===== src/rtl/mem_rd_pkg.sv =====
// Shared types and defaults for the memory burst read engine.
package mem_rd_pkg;

  localparam int unsigned AW_DEF = 8;
  localparam int unsigned DW_DEF = 8;

  typedef enum logic [1:0] {
    IDLE  = 2'd0,
    ISSUE = 2'd1,
    DRAIN = 2'd2
  } state_t;

  // One output beat at the default geometry: byte, its source address, end-of-burst flag.
  typedef struct packed {
    logic [DW_DEF-1:0] data;
    logic [AW_DEF-1:0] addr;
    logic              last;
  } beat_t;

  localparam int unsigned BEAT_W = $bits(beat_t);

  // Assemble a default-geometry beat from its fields.
  function automatic beat_t make_beat(input logic [DW_DEF-1:0] data,
                                      input logic [AW_DEF-1:0] addr,
                                      input logic              last);
    beat_t b;
    b.data = data;
    b.addr = addr;
    b.last = last;
    return b;
  endfunction

endpackage


===== src/rtl/mem_rd_skid.sv =====
// Two-entry valid/ready buffer; the head entry drives the registered output.
module mem_rd_skid
  import mem_rd_pkg::*;
#(
  parameter int unsigned PW = BEAT_W
) (
  input  logic          clk,
  input  logic          rst_n,
  input  logic          i_push,
  input  logic [PW-1:0] i_push_data,
  output logic          o_space_c,
  input  logic          i_pop_ready,
  output logic          o_valid,
  output logic [PW-1:0] o_data,
  output logic [1:0]    o_count
);

  logic [PW-1:0] r_head;
  logic [PW-1:0] r_tail;
  logic [1:0]    r_count;
  logic          r_valid;

  logic [PW-1:0] w_head_nxt;
  logic [PW-1:0] w_tail_nxt;
  logic [1:0]    w_count_nxt;
  logic          w_pop;
  logic          w_push_ok;

  assign w_pop     = r_valid && i_pop_ready;
  // A pop on a full buffer frees a slot for a same-cycle push.
  assign o_space_c = (r_count < 2'd2) || w_pop;
  assign w_push_ok = i_push && o_space_c;

  assign o_valid = r_valid;
  assign o_data  = r_head;
  assign o_count = r_count;

  // Next entry contents and occupancy for every push/pop combination.
  always_comb begin
    w_head_nxt  = r_head;
    w_tail_nxt  = r_tail;
    w_count_nxt = r_count;
    case ({w_push_ok, w_pop})
      2'b10: begin
        if (r_count == 2'd0) w_head_nxt = i_push_data;
        else                 w_tail_nxt = i_push_data;
        w_count_nxt = r_count + 2'd1;
      end
      2'b01: begin
        w_head_nxt  = r_tail;
        w_count_nxt = r_count - 2'd1;
      end
      2'b11: begin
        if (r_count == 2'd1) begin
          w_head_nxt = i_push_data;
        end else begin
          w_head_nxt = r_tail;
          w_tail_nxt = i_push_data;
        end
      end
      default: ;
    endcase
  end

  // Buffer storage and occupancy registers.
  always_ff @(posedge clk) begin
    if (!rst_n) begin
      r_head  <= '0;
      r_tail  <= '0;
      r_count <= 2'd0;
      r_valid <= 1'b0;
    end else begin
      r_head  <= w_head_nxt;
      r_tail  <= w_tail_nxt;
      r_count <= w_count_nxt;
      r_valid <= (w_count_nxt != 2'd0);
    end
  end

endmodule


===== src/rtl/mem_burst_reader.sv =====
// Burst read engine: walks a combinational array read port and streams tagged bytes.
module mem_burst_reader
  import mem_rd_pkg::*;
#(
  parameter int unsigned AW = AW_DEF,
  parameter int unsigned DW = DW_DEF
) (
  input  logic          clk,
  input  logic          rst_n,
  input  logic          req_valid,
  output logic          req_ready,
  input  logic [AW-1:0] req_addr,
  input  logic [AW-1:0] req_len,
  output logic          mem_re,
  output logic [AW-1:0] mem_addr,
  input  logic [DW-1:0] mem_rdata,
  output logic          out_valid,
  input  logic          out_ready,
  output logic [DW-1:0] out_data,
  output logic [AW-1:0] out_addr,
  output logic          out_last,
  output logic          busy
);

  localparam int unsigned PW = DW + AW + 1;

  state_t        r_state;
  state_t        w_state_nxt;
  logic [AW-1:0] r_cur_addr;
  logic [AW-1:0] w_cur_addr_nxt;
  logic [AW-1:0] r_remaining;
  logic [AW-1:0] w_remaining_nxt;

  logic          w_push;
  logic          w_space;
  logic          w_pop;
  logic [1:0]    w_count;
  logic [PW-1:0] w_push_data;
  logic [PW-1:0] w_head;

  assign w_pop       = out_valid && out_ready;
  assign w_push_data = {mem_rdata, r_cur_addr, (r_remaining == '0)};

  mem_rd_skid #(
    .PW (PW)
  ) u_skid (
    .clk         (clk),
    .rst_n       (rst_n),
    .i_push      (w_push),
    .i_push_data (w_push_data),
    .o_space_c   (w_space),
    .i_pop_ready (out_ready),
    .o_valid     (out_valid),
    .o_data      (w_head),
    .o_count     (w_count)
  );

  assign {out_data, out_addr, out_last} = w_head;

  assign req_ready = (r_state == IDLE);
  assign busy      = (r_state != IDLE);
  assign mem_addr  = r_cur_addr;
  assign mem_re    = w_push;

  // FSM state, address counter and beats-remaining counter.
  always_ff @(posedge clk) begin
    if (!rst_n) begin
      r_state     <= IDLE;
      r_cur_addr  <= '0;
      r_remaining <= '0;
    end else begin
      r_state     <= w_state_nxt;
      r_cur_addr  <= w_cur_addr_nxt;
      r_remaining <= w_remaining_nxt;
    end
  end

  // Next-state, counter updates and read strobe.
  always_comb begin
    w_state_nxt     = r_state;
    w_cur_addr_nxt  = r_cur_addr;
    w_remaining_nxt = r_remaining;
    w_push          = 1'b0;
    case (r_state)
      IDLE: begin
        if (req_valid) begin
          w_cur_addr_nxt  = req_addr;
          w_remaining_nxt = req_len;
          w_state_nxt     = ISSUE;
        end
      end
      ISSUE: begin
        if (w_space) begin
          w_push          = 1'b1;
          w_cur_addr_nxt  = r_cur_addr + AW'(1);
          w_remaining_nxt = r_remaining - AW'(1);
          if (r_remaining == '0) w_state_nxt = DRAIN;
        end
      end
      DRAIN: begin
        // No pushes here, so popping the only entry empties the buffer.
        if (w_pop && (w_count == 2'd1)) w_state_nxt = IDLE;
      end
      default: w_state_nxt = IDLE;
    endcase
  end

endmodule

===== config.mk =====
export PLATFORM = sky130hd
export DESIGN_NAME = mem_burst_reader
export DESIGN_NICKNAME = d
export VERILOG_FILES = /design/src/rtl/mem_rd_pkg.sv /design/src/rtl/mem_rd_skid.sv /design/src/rtl/mem_burst_reader.sv
export SDC_FILE = /design/constraint.sdc
export NUM_CORES = 1
export LEC_CHECK = 0
export ABC_AREA = 1
export CAP_MARGIN = 25
export CORE_MARGIN = 5
export CORE_UTILIZATION = 53
export CTS_CLUSTER_SIZE = 28
export DETAILED_ROUTE_END_ITERATION = 8
export PLACE_DENSITY = 0.81
export SLEW_MARGIN = 15
export SYNTH_ARGS = -nofsm -noshare
export SYNTH_HDL_FRONTEND = slang
export SYNTH_HIERARCHICAL = 1
export SYNTH_SLANG_ARGS = --single-unit

===== constraint.sdc =====
create_clock -name clk -period 3.1 [get_ports clk]
set_input_delay 0.775 -clock clk [delete_from_list [all_inputs] [get_ports clk]]
set_output_delay 0.775 -clock clk [all_outputs]
set_load 0.1 [all_outputs]

==> qor.csv <==
stage,metric,value,unit
run_status,status,finished clean,
sta,max_slew_margin,63.3,%
pwr,swShare,54.1,%
route,ant_nets,0,
place,dp_hpwl,5.65,mm
setup_path,ff2ff_setup_slack,0.82,ns
synth,async_reset_ff_share,0,%
pwr,leakagePower,0.00196,µW
route,met1Wirelength,3.49,mm
synth,synth_warnings,6,
sta,worst_slack,0.394,ns
place,pre_cts_slack,0.0746,ns
final_layout,n_fill_cell,579,
sta,hold_viol,0,
route,route.met2.wl,3.63,mm
synth,synth_top_cells_by_count,"nand2_1, inv_1, nor2_1",
pwr,power,3570,µW
global_route,grt_pass1_vias,2844,
route,routed_wirelength,7.57,mm
synth,yosysMostFrequentCell,nand2_1,
hold_path,hold_path.class,register to register,
setup_path,crit_required,3.32,ns
clock_network,htreeDepth,2,
route,vias,3143,
sta,tns,0,ns
clock_network,holdBufCountCts,0,
setup_path,path_class,input port to register,
sta,rsz0062_at_grt,false,
sta,max_slew.worst_pin.slew,0.549,ns
sta,finalClockSkew,0.00639,ns
final_layout,area_growth,16.1,%
floorplan,core_area,5990,µm²
pwr,ir_drop,0.000777,V
setup_path,endpoint,u_skid/o_data[4],
clock_network,cts_tree,yes,
pwr,power_density,925,nW/µm²
final_layout,layout-drive-gt1-share,11.4,%
pwr,p_seq_share,29.9,%
clock_network,worstSkewPairLatency,0.31,ns
pwr,pwr-share-clk,11.8,%
job,maxCapViolations,0,
setup_path,rr_startpoint,r_state[0],
route,drt-initial-drc-count,262,
floorplan,fp.dieH,89.2,µm
route,top_layer_used,met4,
place,io_buffers,56,
pwr,p_comb_share,58.2,%
synth,synth_nets,567,
sta,max_freq,0.370,GHz
route,met3WireLength,345,µm
setup_path,worstPathMaxFanout,19,
setup_path,ff2ff_path_depth,11,
route,wire_per_inst,11.7,µm
synth,ys_ff_latch,55,
synth,syn_area,3320,µm²
final_layout,final_nets,608,
clock_network,clockBufferDepth,2,
synth,yosys_most_used_dff,dfxtp_1,
synth,netlist_instances,530,
global_route,antenna_found_initial,0,
floorplan,die_w,89.2,µm
place,place.gp.congestion,0.922,
global_route,grt_pass1_wl,12.6,mm
clock_network,root_buffer,clkbuf_8,
synth,synth_top_area_share,33.2,%
synth,synth_edf_count,0,
final_layout,n_antenna_cell,0,
setup_path,crit_arrival,2.92,ns
setup_path,rr_endpoint,u_skid/o_data[4],
floorplan,initial_utilization,55.4,%
route,drc,0,
pwr,internal_power,1640,µW
clock_network,post-cts-setup-buffer-count,0,
floorplan,io_pins,57,
sta,finalSetupViolCount,0,
setup_path,endpoint_kind,register,
setup_path,crit_start,out_ready,
sta,finalMaxSlewViolations,0,
clock_network,cts.sinks,55,
global_route,grt_start_max_net_pins,38,
synth,syn_avg_cell_area,6.27,µm²
clock_network,post_cts_resize_count,0,
clock_network,clk_pin_slew,0.10,ns
floorplan,die_area,7950,µm²
global_route,grt_use_total,19.7,%
synth,synth.area.top_cells,"dfxtp_1, nand2_1, inv_1, nor2_1, nand3_1",
sta,layout_min_cycle_time,2.71,ns
route,first_pass_iters,5,
global_route,overflow,0,
pwr,p_sw,1930,µW
route,viasPerCell,4.86,
clock_network,cts_made_buffers,5,
sta,post-route-period-util,87.3,%
synth,yosysSeqAreaShare,33.2,%
setup_path,start_kind,input port,
synth,synth_area_leader_cell,dfxtp_1,
floorplan,rows,28,
synth,synthDistinctLibCells,25,
-- layout make-up --
type                    instances  area (µm²)  share of cell area (%)
flip-flops and latches         55        1100                    28.6
clock inverters                 1        8.76                   0.227
clock buffers                   7        86.3                    2.24
multi-input cells             338        1600                    41.4
inverters                     109         409                    10.6
repair buffers                 62         558                    14.5
well taps                      75        93.8                    2.43
-- state kept, by name, summed over array words and instances, names as in the netlist --
| signal | cells |
|---|---|
| mem_addr | 8 |
| r_remaining | 8 |
| r_state | 2 |
| u_skid/o_count | 2 |
| u_skid/o_data | 17 |
| u_skid/o_valid | 1 |
| u_skid/r_tail | 17 |
-- power by group through the flow --
stage,clock [µW],combinational [µW],sequential [µW]
after floorplan,0,1110,1700
after global placement,0,2040,1080
after detailed placement,0,2080,1080
after CTS,435,2080,1070
after global routing,462,2260,1100
final,421,2080,1070
-- worst min-delay path by stage --
stage                                 start           endpoint  slack [ns]  cells after the start
after global placement    u_skid/r_tail[16]  u_skid/r_tail[16]        0.46                      2
after detailed placement   u_skid/r_tail[2]   u_skid/r_tail[2]        0.47                      2
after global routing         r_remaining[7]     r_remaining[7]        0.51                      2
final                        r_remaining[7]     r_remaining[7]        0.49                      2
after floorplan              r_remaining[7]     r_remaining[7]        0.45                      2
after CTS                    r_remaining[7]     r_remaining[7]        0.49                      2
-- cells in the final DEF (no fill, tap or decap), types with 5 or more instances in the layout --
cell type,instances
a21oi_1,18
buf_4,33
clkbuf_8,6
clkdlybuf4s50_1,27
dfxtp_1,54
ha_1,9
inv_1,107
nand2_1,121
nand2_2,5
nand3_1,50
nand4_1,5
nor2_1,71
nor2_2,9
o21ai_0,33
o21ai_1,7
-- per-layer routing --
layer | track usage [%] | vias to the layer above
met5 | 0 | -
met4 | 5.55 | 0
met3 | 3.96 | 9
met2 | 34.0 | 68
met1 | 25.1 | 1389
li1 | - | 1677
-- critical path: stages --
cell             delay [ns]
clkdlybuf4s50_1        0.49
nand2_2                0.06
nand2_1                0.12
inv_1                  0.09
nor2_4                 0.17
nand2_1                0.11
inv_1                  0.10
ha_1                   0.24
nand2_4                0.18
nand2_2                0.31
nand3_1                0.15
nand2_1                0.09
inv_1                  0.04
-- kinds of logic (layout without fill, tap and decap cells) --
logic type / Yosys count / count (layout) / synth area share (%)
AND/OR/NAND/NOR: 265 / 265 / 34.4
flip-flops: 55 / 55 / 33.2
adder cells (fa/ha/maj): 9 / 9 / 3.39
AO/OA/AOI/OAI: 64 / 64 / 10.2
buffers and inverters: 137 / 179 / 18.9
-- through the flow --
| stage | hold WS, ns | utilization, % | instance area [µm²] | std cells |
|---|---|---|---|---|
| 3_5_place_dp | 0.472 | 62.8 | 3760 | 639 |
| 4_1_cts | 0.487 | 64.4 | 3860 | 647 |
| 3_3_place_gp | 0.463 | 62.8 | 3760 | 639 |
| 5_1_grt | 0.513 | 64.4 | 3860 | 647 |
| 2_1_floorplan | 0.453 | - | 3330 | 530 |
| 6_report | 0.489 | 64.4 | 3860 | 647 |
(Power assumes the default switching activity.)
